**src/rtl/coef_buf_rd.sv**
```systemverilog
// coef_buf_rd: read-side controller for the 64x512 two-port coefficient buffer.
// It takes a block request (base, length) and issues reads on the buffer B
// port, which has a one-cycle read latency. The returned words go to the
// consumer over a valid/ready handshake. A 2-entry skid FIFO holds the
// in-flight read data, so backpressure never drops or repeats a word.
//
// Ports:
//   clk, rst_n         clock, asynchronous active-low reset
//   start_i            request pulse, accepted only while busy_o==0
//   base_i, len_i      first word address / word count (0..512), sampled with start_i
//   busy_o             request in progress
//   done_o             one-cycle pulse, request complete
//   err_o              one-cycle pulse, request rejected (address range overflow)
//   b_re, b_addr       buffer read enable / address
//   b_data_i           buffer read data, valid the cycle after b_re
//   dat_o, val_o       output word (FIFO head) and its valid
//   rdy_i              consumer ready; a beat transfers on val_o & rdy_i
//   last_o             dat_o is the final word of the request
//
// Build option:
//   COEF_RD_WRAP_EN    addresses wrap 511->0, every request is accepted and
//                      err_o is tied low. When it is undefined, a request with
//                      base_i+len_i > 512 is rejected through err_o.
//
// State table:
//   IDLE  | no request in progress; start_i is accepted
//   READ  | reads still to be issued
//   DRAIN | all reads issued; in-flight/FIFO words still to be delivered

`ifndef PIXEL_WIDTH
`define PIXEL_WIDTH 8
`endif

module coef_buf_rd #(
    parameter int ADDR_W = 9,
    parameter int DATA_W = `PIXEL_WIDTH*8
) (
    input  logic              clk,
    input  logic              rst_n,
    input  logic              start_i,
    input  logic [ADDR_W-1:0] base_i,
    input  logic [ADDR_W:0]   len_i,
    output logic              busy_o,
    output logic              done_o,
    output logic              err_o,
    output logic              b_re,
    output logic [ADDR_W-1:0] b_addr,
    input  logic [DATA_W-1:0] b_data_i,
    output logic [DATA_W-1:0] dat_o,
    output logic              val_o,
    input  logic              rdy_i,
    output logic              last_o
);

    localparam logic [ADDR_W-1:0] ADDR_ONE = (ADDR_W)'(1);
    localparam logic [ADDR_W:0]   LEN_ONE  = (ADDR_W+1)'(1);

    typedef enum logic [1:0] {IDLE, READ, DRAIN} state_t;

    state_t              state_q, state_d;
    logic [ADDR_W-1:0]   addr_q;
    logic [ADDR_W:0]     rem_q;
    logic                infl_q, infl_last_q;
    logic [1:0]          occ_q;
    logic [DATA_W-1:0]   dat0_q, dat1_q;
    logic                last0_q, last1_q;
    logic                done_q;
    logic                accept, len_zero, range_ok, pop;

    assign accept   = (state_q == IDLE) && start_i;
    assign len_zero = (len_i == '0);
    assign pop      = val_o && rdy_i;

`ifdef COEF_RD_WRAP_EN
    assign range_ok = 1'b1;
    assign err_o    = 1'b0;
`else
    localparam logic [ADDR_W+1:0] LIMIT = (ADDR_W+2)'(1 << ADDR_W);
    logic [ADDR_W+1:0] end_sum;
    logic              err_q;

    assign end_sum  = {2'b00, base_i} + {1'b0, len_i};
    assign range_ok = (end_sum <= LIMIT);
    assign err_o    = err_q;

    always_ff @(posedge clk or negedge rst_n) begin
        if (!rst_n) begin
            err_q <= 1'b0;
        end else begin
            err_q <= accept && !len_zero && !range_ok;
        end
    end
`endif

    always_ff @(posedge clk or negedge rst_n) begin
        if (!rst_n) begin
            state_q <= IDLE;
        end else begin
            state_q <= state_d;
        end
    end

    // Issue a read only if the words already buffered or in flight, less the
    // one leaving this cycle, leave room in the 2-entry FIFO.
    always_comb begin
        state_d = state_q;
        b_re    = 1'b0;
        case (state_q)
            IDLE: begin
                if (accept && !len_zero && range_ok) state_d = READ;
            end
            READ: begin
                if (({1'b0, occ_q} + {2'b00, infl_q}) < (3'd2 + {2'b00, pop})) begin
                    b_re = 1'b1;
                    if (rem_q == LEN_ONE) state_d = DRAIN;
                end
            end
            DRAIN: begin
                if (pop && last0_q) state_d = IDLE;
            end
            default: state_d = IDLE;
        endcase
    end

    always_ff @(posedge clk or negedge rst_n) begin
        if (!rst_n) begin
            addr_q      <= '0;
            rem_q       <= '0;
            infl_q      <= 1'b0;
            infl_last_q <= 1'b0;
            occ_q       <= 2'd0;
            dat0_q      <= '0;
            dat1_q      <= '0;
            last0_q     <= 1'b0;
            last1_q     <= 1'b0;
            done_q      <= 1'b0;
        end else begin
            done_q <= 1'b0;
            if (accept) begin
                if (len_zero) begin
                    done_q <= 1'b1;
                end else if (range_ok) begin
                    addr_q <= base_i;
                    rem_q  <= len_i;
                end
            end
            if (b_re) begin
                addr_q <= addr_q + ADDR_ONE;
                rem_q  <= rem_q - LEN_ONE;
            end
            infl_q      <= b_re;
            infl_last_q <= b_re && (rem_q == LEN_ONE);
            if (pop && last0_q) done_q <= 1'b1;

            // Head-at-entry-0 FIFO so dat_o/last_o come straight from flops.
            case ({infl_q, pop})
                2'b10: begin
                    if (occ_q == 2'd0) begin
                        dat0_q  <= b_data_i;
                        last0_q <= infl_last_q;
                    end else begin
                        dat1_q  <= b_data_i;
                        last1_q <= infl_last_q;
                    end
                    occ_q <= occ_q + 2'd1;
                end
                2'b01: begin
                    if (occ_q == 2'd2) begin
                        dat0_q  <= dat1_q;
                        last0_q <= last1_q;
                    end else begin
                        last0_q <= 1'b0;
                    end
                    occ_q <= occ_q - 2'd1;
                end
                2'b11: begin
                    if (occ_q == 2'd1) begin
                        dat0_q  <= b_data_i;
                        last0_q <= infl_last_q;
                    end else begin
                        dat0_q  <= dat1_q;
                        last0_q <= last1_q;
                        dat1_q  <= b_data_i;
                        last1_q <= infl_last_q;
                    end
                end
                default: ;
            endcase
        end
    end

    assign busy_o = (state_q != IDLE);
    assign done_o = done_q;
    assign b_addr = addr_q;
    assign dat_o  = dat0_q;
    assign val_o  = (occ_q != 2'd0);
    assign last_o = last0_q;

endmodule

```
**config.mk**
```make
export PLATFORM = sky130hd
export DESIGN_NAME = coef_buf_rd
export DESIGN_NICKNAME = d
export VERILOG_FILES = /design/src/rtl/coef_buf_rd.sv
export SDC_FILE = /design/constraint.sdc
export NUM_CORES = 1
export LEC_CHECK = 0
export CORE_MARGIN = 4
export CORE_UTILIZATION = 55
export CTS_CLUSTER_SIZE = 12
export DETAILED_ROUTE_END_ITERATION = 8
export HOLD_SLACK_MARGIN = 0.15
export PLACE_DENSITY = 0.86
export SLEW_MARGIN = 20
export SYNTH_ARGS = -nofsm -noshare
export SYNTH_HDL_FRONTEND = slang
export SYNTH_SLANG_ARGS = --single-unit
```
**constraint.sdc**
```tcl
create_clock -name clk -period 4.5 [get_ports clk]
set_input_delay 0.9 -clock clk [delete_from_list [all_inputs] [get_ports clk]]
set_output_delay 0.9 -clock clk [all_outputs]
set_load 0.01 [all_outputs]
```
# == Yosys cells after proc, flatten, opt, wreduce, memory -nomap -nowiden ==
# Cells that the tools add are included.
# classes
add_sub_neg,7
reduce_logical,24
eq_ne,17
magnitude_cmp,2
mux,33
# ops
operator,n
64-bit 2-to-1 mux,5
64-bit case mux with 3 select lines,1
64-bit case mux with 2 select lines,1
10-bit 2-to-1 mux,4
9-bit 2-to-1 mux,4
2-bit inequality test (second input constant),8
2-bit nonzero test,6
9-bit by 10-bit adder with 11-bit output,1
11-bit by 10-bit <= comparator with 1-bit output (second input constant),1
10-bit by 1-bit equality test with 1-bit output (second input constant),1
10-bit logical NOT,1
1-bit 2-to-1 mux,10
10-bit by 1-bit subtractor with 10-bit output (second input constant),1
9-bit by 1-bit adder with 9-bit output (second input constant),1
3-bit AND reduction,3
2-bit equality test (second input constant),4
2-bit 2-to-1 mux,4
1-bit logical AND,7
2-bit by 1-bit equality test with 1-bit output (second input constant),3
2-bit case mux with 3 select lines,1
2-bit logical NOT,2
2-bit case mux with 2 select lines,1
4-bit AND reduction,1
2-bit by 1-bit adder with 3-bit output,1
other kinds (10),11
# totals
regBits,157
wordCells,95

# == Longest topological paths before layout ==
# Gate-level depths: netlist of the first run.
# depth
depth_word,8
mapped_depth,11

# == Worst setup path after synthesis of the first run ==
# Ideal clock, no wire load.
# synth_path
path_type,input to register
startpoint,in base_i[0]
endpoint,"reg addr_q[6], in the netlist b_addr[6]"
required_ps,4377
arrival_time_ps,3465
cell_stages,10
setup_time_ps,123
slack_ps,912
path_buffers,1
cell_sequence,ha_1 > fa_1 > a211o_1 > a211oi_4 > xor2_1 > o2111ai_1 > a2111oi_4 > o21ai_2 > buf_6 > o221a_1
# synth_via
elab_chain_len,4
# synth_lines
item,line,text
"start, declared",41,"input logic [ADDR_W-1:0] base_i,"
9-bit by 10-bit adder with 11-bit output,82,"assign end_sum = {2'b00, base_i} + {1'b0, len_i};"
11-bit by 10-bit <= comparator with 1-bit output,83,assign range_ok = (end_sum <= LIMIT);
2-bit nonzero test (no source line),n/a,
3-bit AND reduction (no source line),n/a,
"end signal, assigned",143,addr_q <= base_i;
"end signal, assigned",148,addr_q <= addr_q + ADDR_ONE;
"end, declared",61,logic [ADDR_W-1:0] addr_q;
# Every way passes these cells.
# A chain may end at the register's enable or synchronous reset.

# == Worst setup path in the final report of the first run ==
# layout_path
startpoint,in len_i[0]
endpoint,reg rem_q[5]
# layout_via
elab_chain_len,4
# layout_lines
item,line,text
"start, declared",42,"input logic [ADDR_W:0] len_i,"
9-bit by 10-bit adder with 11-bit output,82,
11-bit by 10-bit <= comparator with 1-bit output,83,
2-bit nonzero test (no source line),n/a,
3-bit AND reduction (no source line) *,n/a,
"end signal, assigned",144,rem_q <= len_i;
"end signal, assigned",149,rem_q <= rem_q - LEN_ONE;
"end, declared",62,logic [ADDR_W:0] rem_q;
# Mark *: on every way between the ends. The rest lies on a longest branch, timed or not.

==> summary.txt, run 1 <==
CTS tree: done
Post-CTS Setup Repair Bufs: 0
final hold violations: 0
Final Setup Violations: 0
synthesized area: 7556 sq um
crit-path max FO: 13
HP Class: in -> async
required time of the worst setup path: 4840 ps
Num CTS Buffers: 17
Max Cap Violations: 0
Setup crit end: rem_q[5]$_DFFE_PN0P_
Fin Setup TNS: 0 ps
Via density: 6.030
reg2reg start: occ_q[0]$_DFFE_PN0P_
Layout fillers: 899
Clock Latency Late Sink: 420 ps
Setup crit end kind: flip-flop
Worst-path clk slew: 60 ps
Synth async-reset ratio: 100.0%
iteration count of the initial detailed-routing pass: 5
maximum clock path buffer count: 2
total gr overflow: 0
antenna violations before repair: 0
PwrDens: 808.9 nW/um^2
NetSw: 0.003106 W
Rows: 42
routability congestion estimate from global placement: 0.8638
startpoint types: primary input
worst rel slew slack: 52.29%
Die ar.: 15,680 sq um
combinational share of power: 49.1%
drt total wl: 19,990 um
DRC viols: 0
width of the die: 125.2 um
WP data arrival: 4190 ps
Reg power frac: 32.5%
Worst Setup SP: len_i[0]
CTS root buffer: clkbuf_16
Starting Density: 56.61%
clk_skew: 10.38 ps
Syn Nets: 805
Synth Warn #: 0
P_leak: 4.121 nW
Design Power: 0.008122 W
CTS resizes: 0
Seq cells post-synth: 157
clk sink count: 157
Hold Buf Count CTS: 0
Hold WS: 483.5 ps
Buffers on Ports: 165
worst-margin pin slew: 715.6 ps
WS Path Type: in -> reg
outcome: completed
H-tree lvl count: 4
share of cells above drive strength 1: 13.70%
internal power: 0.005016 W
Clk pwr share: 18.4%
WL per Instance: 19.28 um
Syn Inst Count: 696
DRT iter0 DRCs: 514
core footprint: 13,350 sq um
syn_area_per_cell: 10.86 sq um
pin count of the biggest net entering global routing: 129
FF-to-FF setup slack: 1600 ps
Final HPWL DP: 13,610 um
global-route usage over all layers: 25.84%
Worst Reg-to-Reg Cells: 11
ys flop type: dfrtp_1
Detail Route Antenna Nets: 0
synth unique cells: 64
Post-synth EDFFs: 0
Slew Limit Fails: 0
global-route wire length before repair: 33,180 um
IO Count: 166
Net Sw Frac: 38.24%
Antenna diodes: 0
nets: 957
VDD IR max: 0.4675 mV
chip height: 125.2 um
period utilisation layout: 85.57%
register area share after synthesis: 52.00%
area growth from synthesis to layout: 32.87%
fmax: 0.2597 GHz
setup repair after global routing missed its margin: no
Reg-to-Reg End: rem_q[5]$_DFFE_PN0P_
number of global-route vias before repair: 6,599
Final Critical Period: 3850 ps
vias: 6,253
[registers in the layout, summed over array words and instances, names as in the netlist]
register / cells
occ_q: 2
infl_last_q: 1
b_addr: 9
dat1_q: 64
infl_q: 1
err_o: 1
done_o: 1
last1_q: 1
state_q: 2
dat_o: 64
last_o: 1
rem_q: 10
[area by class of cell]
class / instances / area, sq um / share of cell area (%)
Clock buffer: 21 / 470.5 / 4.686
Inverter: 23 / 86.33 / 0.8599
Clock inverter: 11 / 156.4 / 1.558
Sequential cell: 157 / 3929 / 39.13
Timing Repair Buffer: 176 / 1773 / 17.66
Multi-Input combinational cell: 473 / 3405 / 33.91
Tap cell: 176 / 220.2 / 2.193
[per-stage QoR]
stage	instances	worst slack [ps]	util, %	instance area [sq um]
after floorplan	696	912.3	-	7556
after global routing	1037	559.9	75.22	10040
after detailed placement	1005	242.4	70.52	9413
after CTS	1037	676.9	75.22	10040
after global placement	1005	304.5	70.52	9413
final	1037	649.5	75.22	10040
[how the worst min path moves through the flow]
stage | startpoint | end | slack, ps
finish | rst_n | dat1_q[7]$_DFFE_PN0P_ | 480
global route | rst_n | dat1_q[7]$_DFFE_PN0P_ | 530
CTS | dat1_q[0]$_DFFE_PN0P_ | dat1_q[0]$_DFFE_PN0P_ | 490
detailed placement | dat1_q[0]$_DFFE_PN0P_ | dat1_q[0]$_DFFE_PN0P_ | 480
global placement | dat1_q[4]$_DFFE_PN0P_ | dat1_q[4]$_DFFE_PN0P_ | 470
floorplan | state_q[1]$_DFFE_PN0P_ | state_q[0]$_DFFE_PN0P_ | 460
[placed cells by master, fill, tap and decap left out, types with 3 or more instances in the layout]
cell type / count
clkdlybuf4s50_1: 164
dfrtp_1: 157
nor2_1: 85
a21oi_1: 81
a22oi_1: 65
mux2_2: 61
inv_1: 22
nand2_1: 21
ha_1: 21
clkbuf_16: 17
nand3_1: 11
o21ai_0: 11
o221a_1: 10
nor3_1: 8
buf_4: 8
o211ai_1: 7
xnor2_1: 7
nor2b_1: 5
and2_1: 5
mux2_1: 5
nor4_1: 4
a211oi_1: 4
xor2_1: 4
a21o_1: 3
nand2b_1: 3
o21ai_1: 3
o221ai_1: 3
and3_1: 3
clkinv_4: 3
bufinv_16: 3
clkbuf_8: 3
buf_12: 3
[synth_stat cells (all sizes together) (6+ instances only)]
cell      n  area [sq um]
a22oi    65         488.0
dfrtp   157          3929
mux2     66         743.2
o211ai    7         52.55
xnor2     7         61.31
and2      6         37.54
o221a    10         112.6
o21ai    15         78.82
nand2    21         78.83
buf       6         40.04
a21oi    82         410.4
nor3      8         40.04
clkbuf   37         138.9
nor2     85         319.1
inv      23         86.33
ha       21         262.8
nand3    11         55.05
[kinds of logic (layout without fill, tap and decap cells)]
family | Yosys count | in the layout | synth area share [%]
xor+xnor | 11 | 11 | 1.275
buf+inv | 66 | 231 | 3.510
simple gates | 157 | 157 | 9.340
fa+ha+maj | 22 | 22 | 3.742
compound gates | 215 | 215 | 19.99
flops | 157 | 157 | 52.00
mux | 68 | 68 | 10.15
[routing by layer]
layer	vias to the layer above	GRT usage [%]	wire length (um)
met5	-	0	0
met4	0	11.22	673
met3	53	5.501	1100
met2	248	43.78	10070
met1	3106	32.13	8146
li1	2846	-	-
[power groups by stage]
stage	Sequential (W)	Clock, W	Combinational (W)
detailed placement	0.00263	0	0.00397
global placement	0.00257	0	0.00378
CTS	0.00263	0.00152	0.00401
finish	0.00264	0.00149	0.00399
global route	0.00273	0.00158	0.00434
floorplan	0.00269	0	0.00234
[critical path, stage by stage]
cell             delay, ps
clkdlybuf4s50_1        450
ha_1                   230
fa_1                   420
a211o_1                360
a211oi_4               260
xor2_1                 180
o2111ai_1              210
a2111o_1               500
a31oi_4                420
o221a_1                270
(Power assumes the default switching activity.)
==> inputs of run 2 (changes only) <==
--- a/config.mk
+++ b/config.mk
@@ -5,12 +5,13 @@
 export SDC_FILE = /design/constraint.sdc
 export NUM_CORES = 1
 export LEC_CHECK = 0
+export ABC_AREA = 1
 export CORE_MARGIN = 4
-export CORE_UTILIZATION = 55
+export CORE_UTILIZATION = 56
 export CTS_CLUSTER_SIZE = 12
 export DETAILED_ROUTE_END_ITERATION = 8
 export HOLD_SLACK_MARGIN = 0.15
-export PLACE_DENSITY = 0.86
+export PLACE_DENSITY = 0.87
 export SLEW_MARGIN = 20
 export SYNTH_ARGS = -nofsm -noshare
 export SYNTH_HDL_FRONTEND = slang
==> run 2 against run 1 <==
Against the previous run: total power fell by 4.4%; area after synthesis rose by 4.6%; clock skew fell by 3.3 ps; global-route usage fell by 0.65 points; cell count rose by 19%; highest routed layer unchanged; clock power barely moved; worst hold slack got worse by 4.5 ps; synthesized cell count rose by 29%; utilization fell by 0.61 points; routed wire length fell by 1.1%.
==> summary.txt, run 2 <==
CTS root buffer: clkbuf_16
Fin Setup TNS: 0 ps (unchanged)
pin count of the biggest net entering global routing: 107 (-17%)
Layout fillers: 1,008 (+12%)
iteration count of the initial detailed-routing pass: 5 (unchanged)
share of cells above drive strength 1: 10.76% (-2.9 points)
VDD IR max: 0.5238 mV (+12%)
Yosys top cell area share: 49.72% (-2.3 points)
most frequent cells in the layout: o21ai_0, nand2_1, clkdlybuf4s50_1, dfrtp_1, inv_1
core footprint: 13,830 sq um (+3.6%)
Post-CTS Setup Repair Bufs: 0 (unchanged)
area leader, netlist: dfrtp_1
Starting Density: 57.15% (+0.54 points)
P_leak: 4.827 nW (+17%)
Slew Limit Fails: 0 (unchanged)
vias: 6,793 (+8.6%)
startpoint types: primary input
Via density: 5.483 (-9.1%)
Rows: 43 (+2.4%)
worst rel slew slack: 36.22% (-16 points)
nets: 1,155 (+21%)
setup repair after global routing missed its margin: no
Post-synth EDFFs: 0 (unchanged)
Detail Route Antenna Nets: 0 (unchanged)
clk sink count: 157 (unchanged)
Final HPWL DP: 13,270 um (-2.5%)
WS Path Type: in -> out
Final Setup Violations: 0 (unchanged)
synth unique cells: 36 (-44%)
fmax: 0.2782 GHz (+7.1%)
critical path, cell by cell: clkdlybuf4s50_1, nand2_1, o21ai_0, inv_1, nor2_1, nand2_2, clkinv_1, clkdlybuf4s50_1
H-tree lvl count: 4 (unchanged)
outcome: completed
drt total wl: 19,780 um (-1.1%)
PwrDens: 752.7 nW/um^2 (-7.0%)
Antenna diodes: 0 (unchanged)
multi-input logic area: 3413 sq um (+0.26%)
number of global-route vias before repair: 6,777 (+2.7%)
CTS resizes: 0 (unchanged)
total gr overflow: 0 (unchanged)
register area share after synthesis: 49.72% (-2.3 points)
Die ar.: 16,080 sq um (+2.5%)
crit-path max FO: 10 (-3)
required time of the worst setup path: 3600 ps (-1240 ps)
HP Class: reg -> reg
syn_area_per_cell: 8.771 sq um (-19%)
Setup crit end kind: output pin
Worst-path clk slew: 60 ps (about the same)
Max Cap Violations: 0 (unchanged)
Final WS setup: 904.8 ps (+255.3 ps)
Seq cells post-synth: 157 (unchanged)
Syn Inst Count: 901 (+29%)
final hold violations: 0 (unchanged)
synthesized area: 7903 sq um (+4.6%)
routability congestion estimate from global placement: 0.8699 (+0.71%)
Syn Nets: 1,010 (+25%)
chip height: 126.8 um (+1.3%)
Critical Path Max Stage Delay: 600 ps (+100 ps)
width of the die: 126.8 um (+1.3%)
WL per Instance: 15.97 um (-17%)
maximum clock path buffer count: 2 (unchanged)
worst-margin pin slew: 953.1 ps (+237.5 ps)
IO Count: 166 (unchanged)
ys flop type: dfrtp_1
register area: 3929 sq um (unchanged)
CTS tree: done
Buffers on Ports: 165 (unchanged)
global-route usage over all layers: 25.19% (-0.65 points)
Final Critical Period: 3595 ps (-255.3 ps)
Num CTS Buffers: 17 (unchanged)
Synth top cells by count: o21ai_0, nand2_1, dfrtp_1
commonest non-fill, non-tap cell in the layout: o21ai_0
CP most frequent cell: clkdlybuf4s50_1
Synth async-reset ratio: 100.0% (unchanged)
ranking of synthesized cells by area: dfrtp_1, o21ai_0, mux2_2
most frequent cell after synthesis: o21ai_0
area growth from synthesis to layout: 30.54%
Clock Latency Late Sink: 420 ps (about the same)
slowest CP cell: clkdlybuf4s50_1
antenna violations before repair: 0 (unchanged)
clk_skew: 7.055 ps (-3.323 ps)
pre-CTS setup slack: 743.5 ps (+501.1 ps)
Synth Warn #: 0 (unchanged)
WP data arrival: 2700 ps (-1490 ps)
period utilisation layout: 79.89% (-5.7 points)
DRT iter0 DRCs: 794 (+54%)
DRC viols: 0 (unchanged)
global-route wire length before repair: 32,950 um (-0.71%)
Hold Buf Count CTS: 0 (unchanged)
-- run 2: power by group --
part | internal, W | leakage, nW | switching (W) | total [W]
Clock | 0.000902 | 0.290 | 0.000554 | 0.00146
Sequential | 0.00212 | 1.93 | 0.000418 | 0.00254
Combinational | 0.00178 | 2.60 | 0.00199 | 0.00377
Total | 0.00480 | 4.83 | 0.00297 | 0.00776
-- run 2: path summary, 6_finish.rpt --
path | from | endpoint | slack, ps | cells past startpoint
setup / recovery | rdy_i | b_re | 900 | 8
hold / removal | dat1_q[37]$_DFFE_PN0P_ | dat1_q[37]$_DFFE_PN0P_ | 480 | 2
setup reg to reg | occ_q[0]$_DFFE_PN0P_ | dat_o[22]$_DFFE_PN0P_ | 1280 | 11
hold reg to reg | dat1_q[37]$_DFFE_PN0P_ | dat1_q[37]$_DFFE_PN0P_ | 480 | 2
max in group asynchronous | rst_n | rem_q[1]$_DFFE_PN0P_ | 2930 | 2
min in group asynchronous | rst_n | dat_o[36]$_DFFE_PN0P_ | 610 | 1
-- run 2: routing by layer --
metal / routed length, um / share of wire [%] / GRT usage [%]
met3: 1314 / 6.6 / 5.053
met5: 0 / 0 / 0
met4: 327 / 1.7 / 8.013
met1: 8364 / 42 / 33.78
met2: 9776 / 49 / 41.50
-- run 2: worst max-delay path: cells and delay by family --
family	cells	cell delay [ps]
compound gates	1	180
buf+inv	4	1320
simple gates	3	290
-- run 2: per-stage QoR --
step	power (W)	utilization [%]	instance area [sq um]	hold slack, ps	cells
after floorplan	0.004851	-	7903	446.8	901
final	0.007765	74.61	10320	479.0	1239
after global routing	0.008353	74.61	10320	499.0	1239
after detailed placement	0.006271	70.06	9687	466.6	1206
after CTS	0.007769	74.41	10290	481.8	1238
after global placement	0.006094	70.06	9687	459.2	1206
-- run 2: logic make-up (layout without fill, tap and decap cells) --
logic type	Yosys count	after routing	synth area share [%]
AND/OR/NAND/NOR	262	262	13.47
adder cells (fa/ha/maj)	22	22	3.578
XOR/XNOR	14	14	1.552
AO/OA/AOI/OAI	229	229	14.82
multiplexers	65	65	9.262
flip-flops	157	157	49.72
buffers and inverters	152	310	7.600
-- run 2: cell type report --
type                            count  share of cell area, %
Clock buffer                       22                  4.500
Tap cell                          180                  2.183
Sequential cell                   157                  38.08
Timing Repair Buffer              175                  17.06
Inverter                          103                  3.748
Multi-Input combinational cell    592                  33.09
Clock inverter                     10                  1.334
==> inputs of run 3 (changes only) <==
--- a/config.mk
+++ b/config.mk
@@ -7,11 +7,11 @@
 export LEC_CHECK = 0
 export ABC_AREA = 1
 export CORE_MARGIN = 4
-export CORE_UTILIZATION = 56
+export CORE_UTILIZATION = 52
 export CTS_CLUSTER_SIZE = 12
 export DETAILED_ROUTE_END_ITERATION = 8
 export HOLD_SLACK_MARGIN = 0.15
-export PLACE_DENSITY = 0.87
+export PLACE_DENSITY = 0.81
 export SLEW_MARGIN = 20
 export SYNTH_ARGS = -nofsm -noshare
 export SYNTH_HDL_FRONTEND = slang
==> constraint.sdc (replaced) <==
create_clock -name clk -period 3.6 [get_ports clk]
set_input_delay 0.72 -clock clk [delete_from_list [all_inputs] [get_ports clk]]
set_output_delay 0.72 -clock clk [all_outputs]
set_load 0.01 [all_outputs]
==> run 3 against run 2 <==
Against the previous run: setup slack lost 550 ps; clock skew grew 2.2 ps; global-route usage decreased by 2.3 points; sequential cell count unchanged; non-clock buffer count rose by 4; clock power increased by 25%; sequential power increased by 24%; die area grew 7.2%; first-iteration DRC count is 28% lower; utilization is 4.2 points lower; clock-buffer cell count is 1 lower; largest cell class unchanged; largest power group unchanged.
==> summary.txt, run 3 (synthesized netlist as in run 2, its figures left out) <==
outcome: completed
Max Cap Violations: 0 (unchanged)
Hold WS: 275.5 ps (-203.5 ps)
met3 global-route usage: 5.887% (+0.83 points)
Starting Density: 53.76% (-3.4 points)
Clock Latency Late Sink: 420 ps (about the same)
H-tree lvl count: 4 (unchanged)
PwrDens: 932.1 nW/um^2 (+24%)
Post-CTS Setup Repair Bufs: 0 (unchanged)
clk_skew: 9.294 ps (+2.239 ps)
routability congestion estimate from global placement: 0.8600 (-1.1%)
chip height: 131.3 um (+3.5%)
Layout Cells excl Fill: 1,247 (+0.65%)
number of global-route vias before repair: 6,705 (-1.1%)
Final HPWL DP: 13,100 um (-1.3%)
iteration count of the initial detailed-routing pass: 8 (+3)
Final Setup Violations: 0 (unchanged)
required time of the worst setup path: 2880 ps (-720 ps)
NetSw: 0.003644 W (+23%)
HP Class: in -> async
crit-path max FO: 4 (-6)
Die ar.: 17,230 sq um (+7.2%)
DRT iter0 DRCs: 569 (-28%)
total gr overflow: 0 (unchanged)
startpoint types: flip-flop
cell total after placement: 1,215 (+0.75%)
vias: 6,651 (-2.1%)
Fin Setup TNS: 0 ps (unchanged)
Setup crit end kind: output pin
pin count of the biggest net entering global routing: 85 (-21%)
area growth from synthesis to layout: 31.03%
Buffers on Ports: 165 (unchanged)
Via density: 5.334 (-2.7%)
internal power: 0.006008 W (+25%)
worst rel slew slack: 55.34% (+19 points)
commonest non-fill, non-tap cell in the layout: o21ai_0
Net Sw Frac: 37.75% (-0.45 points)
nets: 1,159 (+0.35%)
WS Path Type: reg -> out
CTS root buffer: clkbuf_16
Placed Area: 9754 sq um (+0.70%)
global-route usage over all layers: 22.91% (-2.3 points)
share of cells above drive strength 1: 11.19% (+0.43 points)
Slew Limit Fails: 0 (unchanged)
Reg power frac: 32.6% (about the same)
core footprint: 14,700 sq um (+6.3%)
Clk pwr share: 18.8% (about the same)
final hold violations: 0 (unchanged)
GRT met2 Usage: 37.01% (-4.5 points)
global-route wire length before repair: 32,780 um (-0.52%)
antenna violations before repair: 0 (unchanged)
Design Power: 0.009652 W (+24%)
width of the die: 131.3 um (+3.5%)
CTS tree: done
worst-margin pin slew: 670.0 ps (-283.2 ps)
most used routing layer in global routing: met2
IO Count: 166 (unchanged)
VDD IR max: 0.5196 mV (-0.81%)
WL per Instance: 15.24 um (-4.6%)
routing usage on met1: 30.33% (-3.4 points)
Hold Buf Count CTS: 0 (unchanged)
DRC viols: 0 (unchanged)
fmax: 0.3081 GHz
WP data arrival: 2530 ps (-170 ps)
drt total wl: 19,000 um (-3.9%)
CTS resizes: 0 (unchanged)
Rows: 44 (+2.3%)
period utilisation layout: 90.15%
clk sink count: 157 (unchanged)
Layout fillers: 1,113 (+10%)
maximum clock path buffer count: 2 (unchanged)
Detail Route Antenna Nets: 0 (unchanged)
Antenna diodes: 0 (unchanged)
Num CTS Buffers: 17 (unchanged)
Design Area, Final: 10,350 sq um (+0.38%)
Worst-path clk slew: 60 ps (about the same)
Final Critical Period: 3246 ps
combinational share of power: 48.5% (about the same)
P_leak: 4.851 nW (+0.50%)
setup repair after global routing missed its margin: no
most frequent cells in the layout: o21ai_0, nand2_1, clkdlybuf4s50_1, dfrtp_1, inv_1
## run 3: cell types whose count changed in the layout (fill, tap and decap cells not counted), sizes merged
cell,previous run,this run
clkbuf,22,21
clkinv,5,7
buf,11,15
clkinvlp,2,1
## run 3: stage by stage
step / util, % / setup WS (ps)
floorplan: - / 1165
global placement: 66.36 / 538.7
detailed placement: 66.36 / 468.5
CTS: 70.45 / 309.5
global route: 70.45 / 150.2
finish: 70.45 / 354.5
## run 3: layout make-up
cell class	instances	area, sq um	share of cell area (%)
inverters	103	386.6	3.734
clock buffers	21	460.4	4.447
multi-input cells	592	3413	32.96
well taps	184	230.2	2.223
clock inverters	11	140.1	1.353
repair buffers	179	1795	17.34
flip-flops and latches	157	3929	37.94
## run 3: power groups by stage
stage | Clock (W) | Combinational [W] | Sequential [W]
after floorplan | 0 | 0.00280 | 0.00326
after global placement | 0 | 0.00459 | 0.00313
after detailed placement | 0 | 0.00472 | 0.00316
after CTS | 0.00185 | 0.00473 | 0.00314
after global routing | 0.00194 | 0.00524 | 0.00326
final | 0.00182 | 0.00469 | 0.00315
## run 3: critical path, stage by stage (launching register included)
cell and delay, ps:
dfrtp_1 410, inv_1 80, ha_1 230, inv_1 200, nand2_1 140, o21ai_0 180, inv_1 70, nor2_1 120
nand2_2 80, clkinv_1 70, clkdlybuf4s50_1 540
## run 3: worst paths after layout
| check | startpoint | endpoint | slack [ps] | cells after the start |
|---|---|---|---|---|
| setup / recovery | occ_q[0]$_DFFE_PN0P_ | b_re | 350 | 10 |
| hold / removal | rst_n | dat_o[14]$_DFFE_PN0P_ | 280 | 1 |
| setup reg to reg | occ_q[0]$_DFFE_PN0P_ | dat1_q[22]$_DFFE_PN0P_ | 730 | 14 |
| hold reg to reg | dat1_q[40]$_DFFE_PN0P_ | dat1_q[40]$_DFFE_PN0P_ | 480 | 2 |
| max in group asynchronous | rst_n | dat_o[45]$_DFFE_PN0P_ | 2480 | 2 |
| min in group clk | dat1_q[40]$_DFFE_PN0P_ | dat1_q[40]$_DFFE_PN0P_ | 480 | 2 |
## run 3: routing by layer
metal	part of all wire, %	up-vias
met5	0	-
met4	2.5	0
met3	5.7	35
met2	47	217
met1	45	3147
li1	-	3252
==> variant 1 (config.mk and constraints of run 1) <==
Encoding of `state_t`: now one-hot (3 bits for 3 states).
--- a/src/rtl/coef_buf_rd.sv
+++ b/src/rtl/coef_buf_rd.sv
@@ -57,3 +57,3 @@
 
-    typedef enum logic [1:0] {IDLE, READ, DRAIN} state_t;
+    typedef enum logic [2:0] {IDLE = 3'b001, READ = 3'b010, DRAIN = 3'b100} state_t;
 
Check against the original RTL: no difference found for any inputs over 4 cycles, from zero or initial values and one cycle with rst_n low; so few cycles prove little.
==> variant 1 against run 1 <==
  * Design area shrank 2.4%
  * Global-route usage hardly changed
  * Routed wire length decreased by 1.8%
  * Register-to-register slack worse by 0.07 ns
  * Hold slack better by 0.018 ns
  * Total power down 21%
  * Area after synthesis decreased by 2.4%
  * Synthesized cell count shrank 4.5%
  * Critical path depth stayed put
  * Sequential cell count increased by 1
  * Clock power is 7% lower
  * Setup slack gained 0.11 ns
  * Critical path type unchanged
  * Highest routed layer unchanged
==> variant 1: results (changes against run 1) <==
- CTS H-tree lvls: 4 (unchanged)
- Routability Congestion: 0.955 (+11%)
- Port buffer count: 165 (unchanged)
- Share of cells above drive strength 1: 0.147 (+0.0104)
- All-layer global routing usage: 0.258 (about the same)
- Worst skew pair latency: 0.42 ns (about the same)
- Fin Hold WS: 0.502 ns (+0.0184 ns)
- Max VDD drop: 364 uV (-22%)
- First-pass detailed-route iteration total: 5 (unchanged)
- Worst setup path startpoint: base_i[0]
- CP max stage delay: 0.47 ns (-0.03 ns)
- Synth unique cells: 55 (-14%)
- Via density per instance: 6.00 (-0.50%)
- Synth warn: 0 (unchanged)
- Final net count: 930 (-2.8%)
- Final wirelength: 19,600 um (-1.8%)
- Synth top cells by count: dfrtp_1 (157), nor2_1 (79), a21oi_1 (77)
- Final setup margin: 0.756 ns (+0.106 ns)
- Cell Area, Placed: 9230 um^2 (-2.0%)
- Max Root-Sink Buffers: 2 (unchanged)
- Crit path max-delay family: simple AND/OR/NAND/NOR gates
- Clk pin slew, worst setup/hold paths: 0.06 ns (about the same)
- DR iter-0 viols: 516 (+0.39%)
- Root Driver: clkbuf_16
- Diodes inserted: 0 (unchanged)
- Largest net degree at the start of global routing: 92 (-29%)
- Reg2reg start: occ_q[0]
- DP HPWL: 13,200 um (-3.3%)
- Sequential Power: 2.55 mW (-3%)
- Net load switching power: 2.21 mW (-29%)
- Status: complete, no violations
- Cell count of the worst reg-to-reg path: 9 (-2)
- Dominant cells by area after synthesis: dfrtp_1 (53%), mux2_2 (10%), a22oi_1 (6.5%), a21oi_1 (5.2%), nor2_1 (4.0%)
- CP endpoint: rem_q[4]
- Register area share after synthesis: 0.536 (+0.0163)
- Max stage delay cell, worst path: or4_1
- Clock Skew: 0.0101 ns (-0.000291 ns)
- Ys async rst share: 1.00 (unchanged)
- Logic pwr share: 0.388 (-0.103)
- Hold/Removal Path Class: primary input to asynchronous set/reset pin
- WP data arrival: 4.09 ns (-0.10 ns)
- RR Endpoint: dat_o[48]
- Vias in the first global route: 6,144 (-6.9%)
- Dpl ws: 0.409 ns (+0.167 ns)
- Slew of the pin with the lowest slew margin: 0.827 ns (+0.111 ns)
- Post-Syn Nets: 774 (-3.9%)
- Pleak: 4.14 nW (+0.58%)
- Reg-to-reg setup timing slack: 1.53 ns (-0.07 ns)
- Global-route wire length before repair: 30,800 um (-7.1%)
variant 1: changes by cell type after synthesis, moves of 5 or more:
| cell | run 1 | this run |
|---|---|---|
| clkbuf_1 | 37 | 32 |
| nor2_1 | 85 | 79 |
| mux2_1 | 5 | 0 |
| o21ai_0 | 11 | 6 |
| inv_1 | 22 | 10 |
| a21oi_1 | 82 | 77 |
| mux2_2 | 61 | 67 |
| nor3b_1 | 1 | 6 |
| o211ai_1 | 7 | 2 |
variant 1: through the flow:
| stage | instances | power (mW) |
|---|---|---|
| final | 1010 | 6.43 |
| after global routing | 1010 | 6.81 |
| after CTS | 1010 | 6.46 |
| after detailed placement | 978 | 5.02 |
| after global placement | 978 | 4.87 |
| after floorplan | 665 | 3.80 |
variant 1: metal layers:
layer,vias to the layer above,routed length (um),global-route usage,part of all wire
li1,2751,-,-,-
met1,2996,7750,0.330,0.39
met2,282,9870,0.429,0.50
met3,31,1540,0.0618,0.078
met4,0,464,0.0969,0.024
met5,-,0,0,0
variant 1: cell type report:
type / count / area [um^2]
repair buffers: 176 / 1750
inverters: 12 / 45.0
clock inverters: 11 / 108
well taps: 176 / 220
flip-flops and latches: 158 / 3960
fillers: 846 / 3390
multi-input cells: 456 / 3260
clock buffers: 21 / 470
variant 1: worst reg2reg max path, delay by kind of cell (launching register included):
kind,cells,cell delay [ns]
AOI/OAI and AO/OA,2,0.54
adders and majority gates,2,0.63
buffers and inverters,3,0.88
DFF,1,0.43
muxes,1,0.28
and+or+nand+nor,1,0.13
variant 1: logic make-up (layout without fill, tap and decap cells):
group           after synthesis  after routing  synth area share
compound gates              188            188             0.171
xor+xnor                     12             12            0.0142
fa+ha+maj                    22             22            0.0383
buf+inv                      51            220            0.0280
flops                       158            158             0.536
mux                          71             71             0.108
simple gates                163            163             0.104
==> variant 2 (config.mk and constraints of run 1) <==
Made on the original files. The option `COEF_RD_WRAP_EN` is turned on by a define.
--- a/src/rtl/coef_buf_rd.sv
+++ b/src/rtl/coef_buf_rd.sv
@@ -29,2 +29,4 @@
 
+`define COEF_RD_WRAP_EN
+
 `ifndef PIXEL_WIDTH
Behaviour: not the same (a bounded check fails within 4 cycles, from zero or initial values and one cycle with rst_n low).
==> variant 2 against run 1 <==
  * Total power fell by 12%
  * Sequential share of layout area rose by 3.0 points
  * Sequential cell count fell by 1
  * Area after synthesis fell by 9.7%
  * Setup slack got worse by 0.028 ns
  * Die area fell by 9.0%
  * Routed wire length fell by 15%
  * Design area fell by 7.7%
  * Critical endpoint is now b_re
==> variant 2: results (changes against run 1) <==
- Status: complete, no violations
- DP HPWL: 11,300 um (-17%)
- Max Root-Sink Buffers: 2 (unchanged)
- Dominant cells by area after synthesis: dfrtp_1 (57%), mux2_2 (11%), a22oi_1 (7.0%), a21oi_1 (5.4%), nor2_1 (4.3%)
- Cts bufs inserted: 17 (unchanged)
- Register area share after synthesis: 0.572 (+0.0519)
- Rel. slew slack: 0.361 (-0.162)
- Vias in the first global route: 5,556 (-16%)
- Post-Syn Nets: 700 (-13%)
- Post-synthesis xor/xnor area fraction: 0.00257 (-0.0102)
- Routability Congestion: 0.834 (-3.5%)
- Final wirelength: 17,000 um (-15%)
- Clock Skew: 0.0148 ns (+0.00439 ns)
- Hold Path Depth: 1
- CP max FO: 17 (+4)
- Hold/Removal Path Class: register to register
- Synth unique cells: 51 (-20%)
- Fill cells: 776 (-14%)
- Mux share of post-synthesis cell area: 0.111 (+0.00901)
- Pleak: 3.86 nW (-6.3%)
- Global-route wire length before repair: 27,700 um (-16%)
- Cell count of the worst reg-to-reg path: 9 (-2)
- CTS H-tree lvls: 4 (unchanged)
- Via count: 5,424 (-13%)
- Max-cap viol count: 0 (unchanged)
- Port buffer count: 164 (-0.61%)
- Dpl ws: 0.636 ns (+0.394 ns)
- Adder-Cell Fraction of Synth Area: 0.0220 (-0.0154)
- Diodes inserted: 0 (unchanged)
- WP data arrival: 2.98 ns (-1.21 ns)
- Complex-gate fraction of the synthesized area: 0.170 (-0.0300)
- Final net count: 849 (-11%)
- DR iter-0 viols: 624 (+21%)
- Max VDD drop: 368 uV (-21%)
- Cell Area, Placed: 8630 um^2 (-8.3%)
- Share of cells above drive strength 1: 0.148 (+0.0110)
- All-layer global routing usage: 0.240 (-0.0183)
- Post-CTS sizing: 0 (unchanged)
- Synth top cells by count: dfrtp_1 (156), nor2_1 (79), a21oi_1 (73)
==> variant 2: changes by cell type after synthesis, sizes merged, moves of 8 or more <==
cell / delta
o21ai: -13
inv: -10
clkbuf: -18
a21oi: -9
ha: -9
o221a: -10
buf: +15
nand2: -8
==> variant 2: logic make-up (layout without fill, tap and decap cells) <==
| family | Yosys count | after routing |
|---|---|---|
| AOI/OAI and AO/OA | 175 | 175 |
| xor gates and xnor gates | 2 | 2 |
| adders and majority gates | 12 | 12 |
| buffers and inverters | 53 | 215 |
| DFF | 156 | 156 |
| muxes | 67 | 67 |
| other | 1 | 1 |
| and+or+nand+nor | 135 | 135 |
==> variant 2: where the power goes <==
part	internal (mW)	switching (mW)
registers	2.12	0.454
clock network	0.951	0.576
logic	1.57	1.51
total	4.64	2.54
==> variant 2: per-stage QoR <==
stage / hold WS, ns / std cells
after floorplan: 0.457 / 601
after global placement: 0.475 / 899
after detailed placement: 0.474 / 899
after CTS: 0.488 / 931
after global routing: 0.518 / 931
final: 0.486 / 931
==> variant 2: layout make-up <==
cell class	count	area, um^2	share of cell area
flip-flops and latches	156	3900	0.421
multi-input cells	392	2730	0.295
inverters	13	48.8	0.00527
clock inverters	12	184	0.0199
clock buffers	20	447	0.0482
repair buffers	170	1740	0.188
well taps	168	210	0.0227
==> variant 2: critical path, cell delays in order <==
cell             delay (ns)
clkdlybuf4s50_1        0.47
or3b_4                 0.39
a21o_1                 0.33
inv_2                  0.28
clkdlybuf4s50_1        0.60
==> variant 2: per-layer routing <==
metal,global-route usage,up-vias,part of all wire
met4,0.0809,0,0.015
met5,0,-,0
met2,0.397,196,0.50
li1,-,2502,-
met3,0.0617,19,0.062
met1,0.310,2707,0.42
==> variant 2: path summary, 6_finish.rpt <==
kind / startpoint / endpoint / slack [ns]
max: rdy_i / b_re / 0.62
min reg2reg: rem_q[9] / rem_q[9] / 0.49
max in group asynchronous: rst_n / infl_last_q / 3.05
min in group asynchronous: rst_n / dat_o[33] / 0.62
max reg2reg: occ_q[0] / dat1_q[37] / 1.58
min: rem_q[9] / rem_q[9] / 0.49
